### config.mk
export PLATFORM = sky130hd
export DESIGN_NAME = pool2x2_stream
export DESIGN_NICKNAME = d
export VERILOG_FILES = /design/src/rtl/pool2x2_stream.sv
export SDC_FILE = /design/constraint.sdc
export NUM_CORES = 1
export LEC_CHECK = 0
export ABC_CLOCK_PERIOD_IN_PS = 7700
export BUFFER_PORTS_ARGS = -buffer_cell sky130_fd_sc_hd__buf_2
export CORE_MARGIN = 5
export CORE_UTILIZATION = 65
export CTS_BUF_LIST = sky130_fd_sc_hd__clkbuf_4
export DETAILED_ROUTE_END_ITERATION = 10
export MAX_ROUTING_LAYER = met4
export PLACE_DENSITY = 0.83
export SLEW_MARGIN = 20
export SYNTH_ARGS = -nofsm -noshare
export SYNTH_HDL_FRONTEND = slang
export SYNTH_SLANG_ARGS = --single-unit
### constraint.sdc
create_clock -name clk -period 7.7 [get_ports clk]
set_input_delay 1.54 -clock clk [delete_from_list [all_inputs] [get_ports clk]]
set_output_delay 1.54 -clock clk [all_outputs]
set_load 0.01 [all_outputs]
### src/rtl/pool2x2_stream.sv
// Streaming 2x2 / stride-2 max/average pooling engine with one-row line buffer.
// Emits pooled pixels with write-back addresses and pulses done at frame end.
module pool2x2_stream #(
  parameter int DATA_W = 8,
  parameter int IMG_W  = 26,
  parameter int IMG_H  = 26,
  parameter int ADDR_W = 8
) (
  input  logic              clk,
  input  logic              rst,
  input  logic              start,
  input  logic              pool_type,
  input  logic              in_valid,
  input  logic [DATA_W-1:0] in_data,
  output logic              in_ready,
  output logic              out_valid,
  output logic [DATA_W-1:0] out_data,
  output logic [ADDR_W-1:0] out_addr,
  input  logic              out_ready,
  output logic              busy,
  output logic              done
);

  localparam int COL_W = $clog2(IMG_W);
  localparam int ROW_W = $clog2(IMG_H);
  localparam int LB_D  = IMG_W / 2;
  localparam int LB_AW = (LB_D > 1) ? $clog2(LB_D) : 1;
  localparam int TOTAL = (IMG_W / 2) * (IMG_H / 2);

  typedef enum logic [1:0] {IDLE, RUN, DONE} state_t;

  state_t              state_q, state_d;
  logic                mode_q, mode_d;
  logic [COL_W-1:0]    col_q, col_d;
  logic [ROW_W-1:0]    row_q, row_d;
  logic [DATA_W-1:0]   hold_q, hold_d;
  logic                in_done_q, in_done_d;
  logic                out_valid_q, out_valid_d;
  logic [DATA_W-1:0]   out_data_q, out_data_d;
  logic [ADDR_W-1:0]   out_addr_q, out_addr_d;

  logic [DATA_W:0]     lb_q [LB_D];
  logic [LB_AW-1:0]    lb_idx;
  logic [DATA_W:0]     lb_rdata;
  logic                lb_we;

  logic                accept, out_hs, last_hs, load;
  logic [DATA_W:0]     pair;
  logic [DATA_W+1:0]   comb_sum;
  logic [DATA_W-1:0]   comb_res;

  assign in_ready  = (state_q == RUN) & (~out_valid_q | out_ready) & ~in_done_q;
  assign out_valid = out_valid_q;
  assign out_data  = out_data_q;
  assign out_addr  = out_addr_q;
  assign busy      = (state_q == RUN);
  assign done      = (state_q == DONE);

  assign lb_idx   = LB_AW'(col_q >> 1);
  assign lb_rdata = lb_q[lb_idx];

  // Datapath: horizontal pair, then vertical combine with the buffered pair.
  always_comb begin
    accept  = in_valid & in_ready;
    out_hs  = out_valid_q & out_ready;
    last_hs = out_hs & (out_addr_q == ADDR_W'(TOTAL - 1));
    load    = accept & col_q[0] & row_q[0];
    lb_we   = accept & col_q[0] & ~row_q[0];

    if (mode_q) begin
      pair = {1'b0, hold_q} + {1'b0, in_data};
    end else begin
      pair = {1'b0, (hold_q > in_data) ? hold_q : in_data};
    end

    comb_sum = {1'b0, lb_rdata} + {1'b0, pair};
    if (mode_q) begin
      comb_res = comb_sum[DATA_W+1:2];
    end else begin
      comb_res = (lb_rdata[DATA_W-1:0] > pair[DATA_W-1:0]) ?
                 lb_rdata[DATA_W-1:0] : pair[DATA_W-1:0];
    end
  end

  always_comb begin
    state_d     = state_q;
    mode_d      = mode_q;
    col_d       = col_q;
    row_d       = row_q;
    hold_d      = hold_q;
    in_done_d   = in_done_q;
    out_valid_d = out_valid_q;
    out_data_d  = out_data_q;
    out_addr_d  = out_addr_q;

    case (state_q)
      IDLE: begin
        if (start) begin
          state_d    = RUN;
          mode_d     = pool_type;
          col_d      = '0;
          row_d      = '0;
          in_done_d  = 1'b0;
          out_addr_d = '0;
        end
      end
      RUN: begin
        if (accept) begin
          if (!col_q[0]) begin
            hold_d = in_data;
          end
          if (col_q == COL_W'(IMG_W - 1)) begin
            col_d = '0;
            if (row_q == ROW_W'(IMG_H - 1)) begin
              in_done_d = 1'b1;
            end else begin
              row_d = row_q + 1'b1;
            end
          end else begin
            col_d = col_q + 1'b1;
          end
        end
        // Address stays on the final output so it reads TOTAL-1 after the frame.
        if (out_hs && !last_hs) begin
          out_addr_d = out_addr_q + 1'b1;
        end
        if (load) begin
          out_valid_d = 1'b1;
          out_data_d  = comb_res;
        end else if (out_hs) begin
          out_valid_d = 1'b0;
        end
        if (last_hs) begin
          state_d = DONE;
        end
      end
      DONE: begin
        state_d = IDLE;
      end
      default: begin
        state_d = IDLE;
      end
    endcase
  end

  always_ff @(posedge clk or posedge rst) begin
    if (rst) begin
      state_q     <= IDLE;
      mode_q      <= 1'b0;
      col_q       <= '0;
      row_q       <= '0;
      hold_q      <= '0;
      in_done_q   <= 1'b0;
      out_valid_q <= 1'b0;
      out_data_q  <= '0;
      out_addr_q  <= '0;
    end else begin
      state_q     <= state_d;
      mode_q      <= mode_d;
      col_q       <= col_d;
      row_q       <= row_d;
      hold_q      <= hold_d;
      in_done_q   <= in_done_d;
      out_valid_q <= out_valid_d;
      out_data_q  <= out_data_d;
      out_addr_q  <= out_addr_d;
    end
  end

  always_ff @(posedge clk) begin
    if (lb_we) begin
      lb_q[lb_idx] <= pair;
    end
  end

endmodule

Yosys cells after proc, flatten, opt, wreduce, memory -nomap -nowiden
Memories as Yosys holds them, arrays and structs flattened. Cells that the tools add are included.

Register bits: 39. Output and inout port bits: 20. Bits of input ports: 14. Memories: 1. Bits in writable memories: 117.

Memories: lb_q (words 13, bits a word 9, read ports 1, clocked after Yosys merged registers in 0, write ports 1, RTL line 42) `logic [DATA_W:0] lb_q [LB_D];`.

Eq/ne operators: 12. Add/sub/neg operators: 5. Bitwise logic cells: 13. Multiplexer cells: 27. Reductions and logical operators: 14. Order comparisons: 2.

Operators by type and width (number): $mux W8 (5); $mux W5 (6); $pmux W5 S2 (2); $gt A8 B8 Y1 (2); $pmux W8 S2 (1); $add A5 B1 Y5 const B (2); $add A9 B9 Y10 (1); $eq A5 B5 Y1 const B (2); $ne A2 B1 Y1 const B (5); $reduce_and A5 Y1 (2); $add A8 B8 Y9 (1); $mux W9 (1); $reduce_and A3 Y1 (3); $add A8 B1 Y8 const B (1); $and A1 B1 Y1 (8); $eq A8 B8 Y1 const B (1); $mux W1 (8); $reduce_and A2 Y1 (4); $mux W2 (2); $ne A2 B2 Y1 const B (2); $not A1 Y1 (4); $pmux W2 S2 (1); $reduce_bool A2 Y1 (2); $eq A2 B1 Y1 const B (1); other kinds (6) (6).

Logic depth before layout (Yosys ltp)
Depth after elaboration: 9. Gate-level depth with buffers: 17. Gate-level depth less buffers: 16.

Worst setup path before layout
Ideal clock, no wire load.

Kind: input to register. Start point: in in_data[5]. End point: reg out_data_q[0] (netlist: out_data[0]). Path slack: 2.924 ns. Required time: 7.624 ns. Library setup time: 0.076 ns. Buffers on the path: 1. Stages: 16. Data arrival time: 4.700 ns. Cell sequence: inv_1 -> ha_1 -> a211o_1 -> a21oi_1 -> or2_1 -> buf_2 -> nand3_1 -> o21a_1 -> mux2i_1 -> ha_1 -> inv_1 -> a221o_1 -> a21oi_2 -> nor3_2 -> a221o_1 -> o21ai_1.

Longest elaborated chain between the ends: 6.

RTL lines: start: declaration (RTL line 14) `input logic [DATA_W-1:0] in_data,`; $gt A8 B8 Y1 * (RTL line 73) `pair = {1'b0, (hold_q > in_data) ? hold_q : in_data};`; $mux W8 * (RTL line 73); $mux W9 * (RTL line 70) `if (mode_q) begin`; via pair[0] (RTL line 48) `logic [DATA_W:0] pair;`; $gt A8 B8 Y1 (RTL line 80) `comb_res = (lb_rdata[DATA_W-1:0] > pair[DATA_W-1:0]) ?`; $mux W8 (RTL line 80); $mux W8 * (RTL line 77) `if (mode_q) begin`; end signal: assignment (RTL line 165) `out_data_q <= out_data_d;`; end: declaration (RTL line 39) `logic [DATA_W-1:0] out_data_q, out_data_d;`.

Mark *: on every way through the listed nets, which the timed path passes. The rest lies on a longest branch. A chain may end at the register's enable or synchronous reset.

Worst setup path in the final report
Start point: in in_data[5]. End point: reg out_data_q[6] (netlist: out_data[6]).

The elaborated chain is that of the path after synthesis.

==> results.yml <==
critical_path:
  setup.worst_path.end_class: "flip-flop"
  critPathLaunchType: "input port"
  cp.arrival_ns: 5.26
  cp.required_ns: 8.14
  path_class: "input port to flip-flop"
  crit_fanout: 14
floorplanning:
  die_area_um2: 14310
  initial_core_util_pct: 65.58
  rows: 40
  die_h_um: 119.6
  ios: 34
  dieWidth_um: 119.6
  core_area_um2: 11910
routing:
  totalWireLength_mm: 15.85
  dr.pass1.iters: 5
  ant_nets: 0
  viasPerCell: 6.323
  dr.first_iter.drc_count: 379
  route.vias.total: 4900
  wire_per_inst_um: 20.45
  drc: 0
pwr:
  p_switching_mw: 1.424
  vdd_drop_max_mv: 0.1978
  leakage_nw: 3.184
  clkPwrFrac_pct: 13.5
  power.density_nw_per_um2: 406.3
  power_mw: 3.383
  switching_share_pct: 42.11
  p_seq_share_pct: 36.5
  pwr-share-comb_pct: 50.0
  intPower_mw: 1.959
timing:
  report.final.slew_viol_count: 0
  finalClockSkew_ns: 0.02498
  worst_slew_pin_slew_ns: 1.048
  finalCritPeriodShare_pct: 62.61
  fin_setup_tns_ns: 0
  setup_viol: 0
  max_slew_margin_pct: 28.12
  rsz0062_at_grt: "false"
  layout_min_cycle_time_ns: 4.821
  hold-worst-slack_ns: 0.5081
  hold_violations: 0
  timing.fmax_mhz: 207.4
  fin_ws_ns: 2.879
place:
  dpl.hpwl_mm: 11.18
  routabilityCongestion: 0.9788
  pre_cts_slack_ns: 2.121
  port_buffers: 33
finish:
  multi_input_comb_area_um2: 3074
  n_antenna_cell: 0
  num-fill-cells: 825
  drive_above_1_share_pct: 18.95
  nets: 669
  regArea_um2: 4491
  synthToLayoutAreaGrowth_pct: 6.583
clock_network:
  clk_pin_slew_ns: 0.15
  clk_latency_ns: 0.56
  clkSinkCount: 156
  tritoncts: "yes"
  root_buffer: "clkbuf_4"
  cts_max_level: 4
  hold_buffers: 0
  cts_max_path_buffers: 2
  postCtsSetupBuffers: 0
  cts_inserted_buffers: 17
  ctsResizeCount: 0
yosys:
  ys_warn_count: 0
  synth_area_leaders: "edfxtp_1 (45%), dfrtp_1 (12%), mux4_2 (6.9%)"
  synth_area_leader_cell: "edfxtp_1"
  syn-cell-area_um2: 7811
  synth_cells: 581
  synth-edff-count: 117
  synth_nets: 635
  avgSynthCellArea_um2: 13.44
  yosysUniqueCellTypes: 71
  yosysSeqAreaShare_pct: 57.47
  ys.flop_type: "edfxtp_1"
  synth_most_common_cell: "edfxtp_1"
  synth_common_cells: "edfxtp_1 (117), nor2_1 (42), dfrtp_1 (39), ha_1 (39), nand2_1 (36)"
  synthArstFlopShare_pct: 25.00
  netlist.area_leader.share_pct: 44.98
  ys_ff_latch: 156
job:
  drv_cap: 0
global_route:
  grt_usage_pct: 23.82
  antenna_found_initial: 0
  grt_pass1_vias: 4992
  grt_pass1_wl_mm: 25.52
  grt-ovfl-total: 0
  grt_max_degree: 37
hold_path:
  hold_class: "flip-flop to flip-flop"
status:
  outcome: "complete, no violations"
cells by family (layout without fill, tap and decap cells):
kind of cell | Yosys count | in the layout | synth area share, %
multiplexers | 42 | 42 | 10.11
AO/OA/AOI/OAI | 114 | 114 | 10.56
buffers and inverters | 57 | 104 | 3.267
flip-flops | 156 | 156 | 57.47
XOR/XNOR | 22 | 22 | 2.467
AND/OR/NAND/NOR | 150 | 150 | 9.627
adder cells (fa/ha/maj) | 40 | 40 | 6.503
final timing paths:
kind / start / cells after the start / end / slack, ns
hold / removal: out_data[0] / 2 / out_data[0] / 0.51
hold reg to reg: out_data[0] / 2 / out_data[0] / 0.51
max in group asynchronous: rst / 3 / col_q[1] / 5.87
setup reg to reg: hold_q[7] / 14 / out_data[6] / 3.55
setup / recovery: in_data[5] / 16 / out_data[6] / 2.88
min in group asynchronous: rst / 2 / hold_q[4] / 1.05
layer usage:
| metal | part of all wire, % | GRT usage, % |
|---|---|---|
| met1 | 41 | 29.45 |
| met2 | 51 | 39.41 |
| met3 | 6.0 | 4.524 |
| met4 | 1.9 | 9.162 |
| met5 | 0 | - |
power groups by stage:
stage               Clock (mW)  Combinational, mW  Sequential [mW]
floorplan                    0               1.29             1.23
global placement             0               1.62             1.25
detailed placement           0               1.67             1.25
CTS                      0.462               1.68             1.23
global route             0.507               1.86             1.25
finish                   0.457               1.69             1.23
registers in the layout (all words and copies together), names as in the netlist:
register	cells
col_q	5
hold_q	8
in_done_q	1
lb_q	117
mode_q	1
out_addr	8
out_data	8
out_valid	1
row_q	5
state_q	2
per-stage QoR:
stage	cell area, µm²	util [%]	cells
after floorplan	7811	-	581
after global placement	8068	67.73	743
after global routing	8325	69.90	775
after CTS	8318	69.83	775
after detailed placement	8068	67.73	743
final	8325	69.90	775
critical path, cell delays in order:
cell and delay (ns):
buf_2 0.12, inv_1 0.06, ha_1 0.35, nand4_1 0.19, nor2_1 0.28, nor2_1 0.17
nor3_1 0.31, nor3_1 0.10, a21oi_1 0.83, ha_1 0.33, nand2b_1 0.12, o311a_1 0.23
o41ai_2 0.10, o221a_2 0.27, a31oi_1 0.17, o31ai_1 0.09
cell usage in the layout (no fill, tap or decap), drive strengths merged, types with 20 or more instances in the layout:
cell type	synthesis	routed
a21oi	28	28
buf	10	37
dfrtp	39	39
edfxtp	117	117
ha	39	39
inv	35	41
mux4	28	28
nand2	36	36
nor2	43	43
o21ai	20	20
cell type report:
cell class                 instances  share of cell area (%)
sequential                       156                   53.94
clock buffer                      19                   1.713
multi-input combinational        368                   36.93
tap                              147                   2.209
clock inverter                    13                   1.292
inverter                          35                   1.578
timing repair buffer              37                   2.344
No activity file was read; power rests on OpenSTA's default activity.
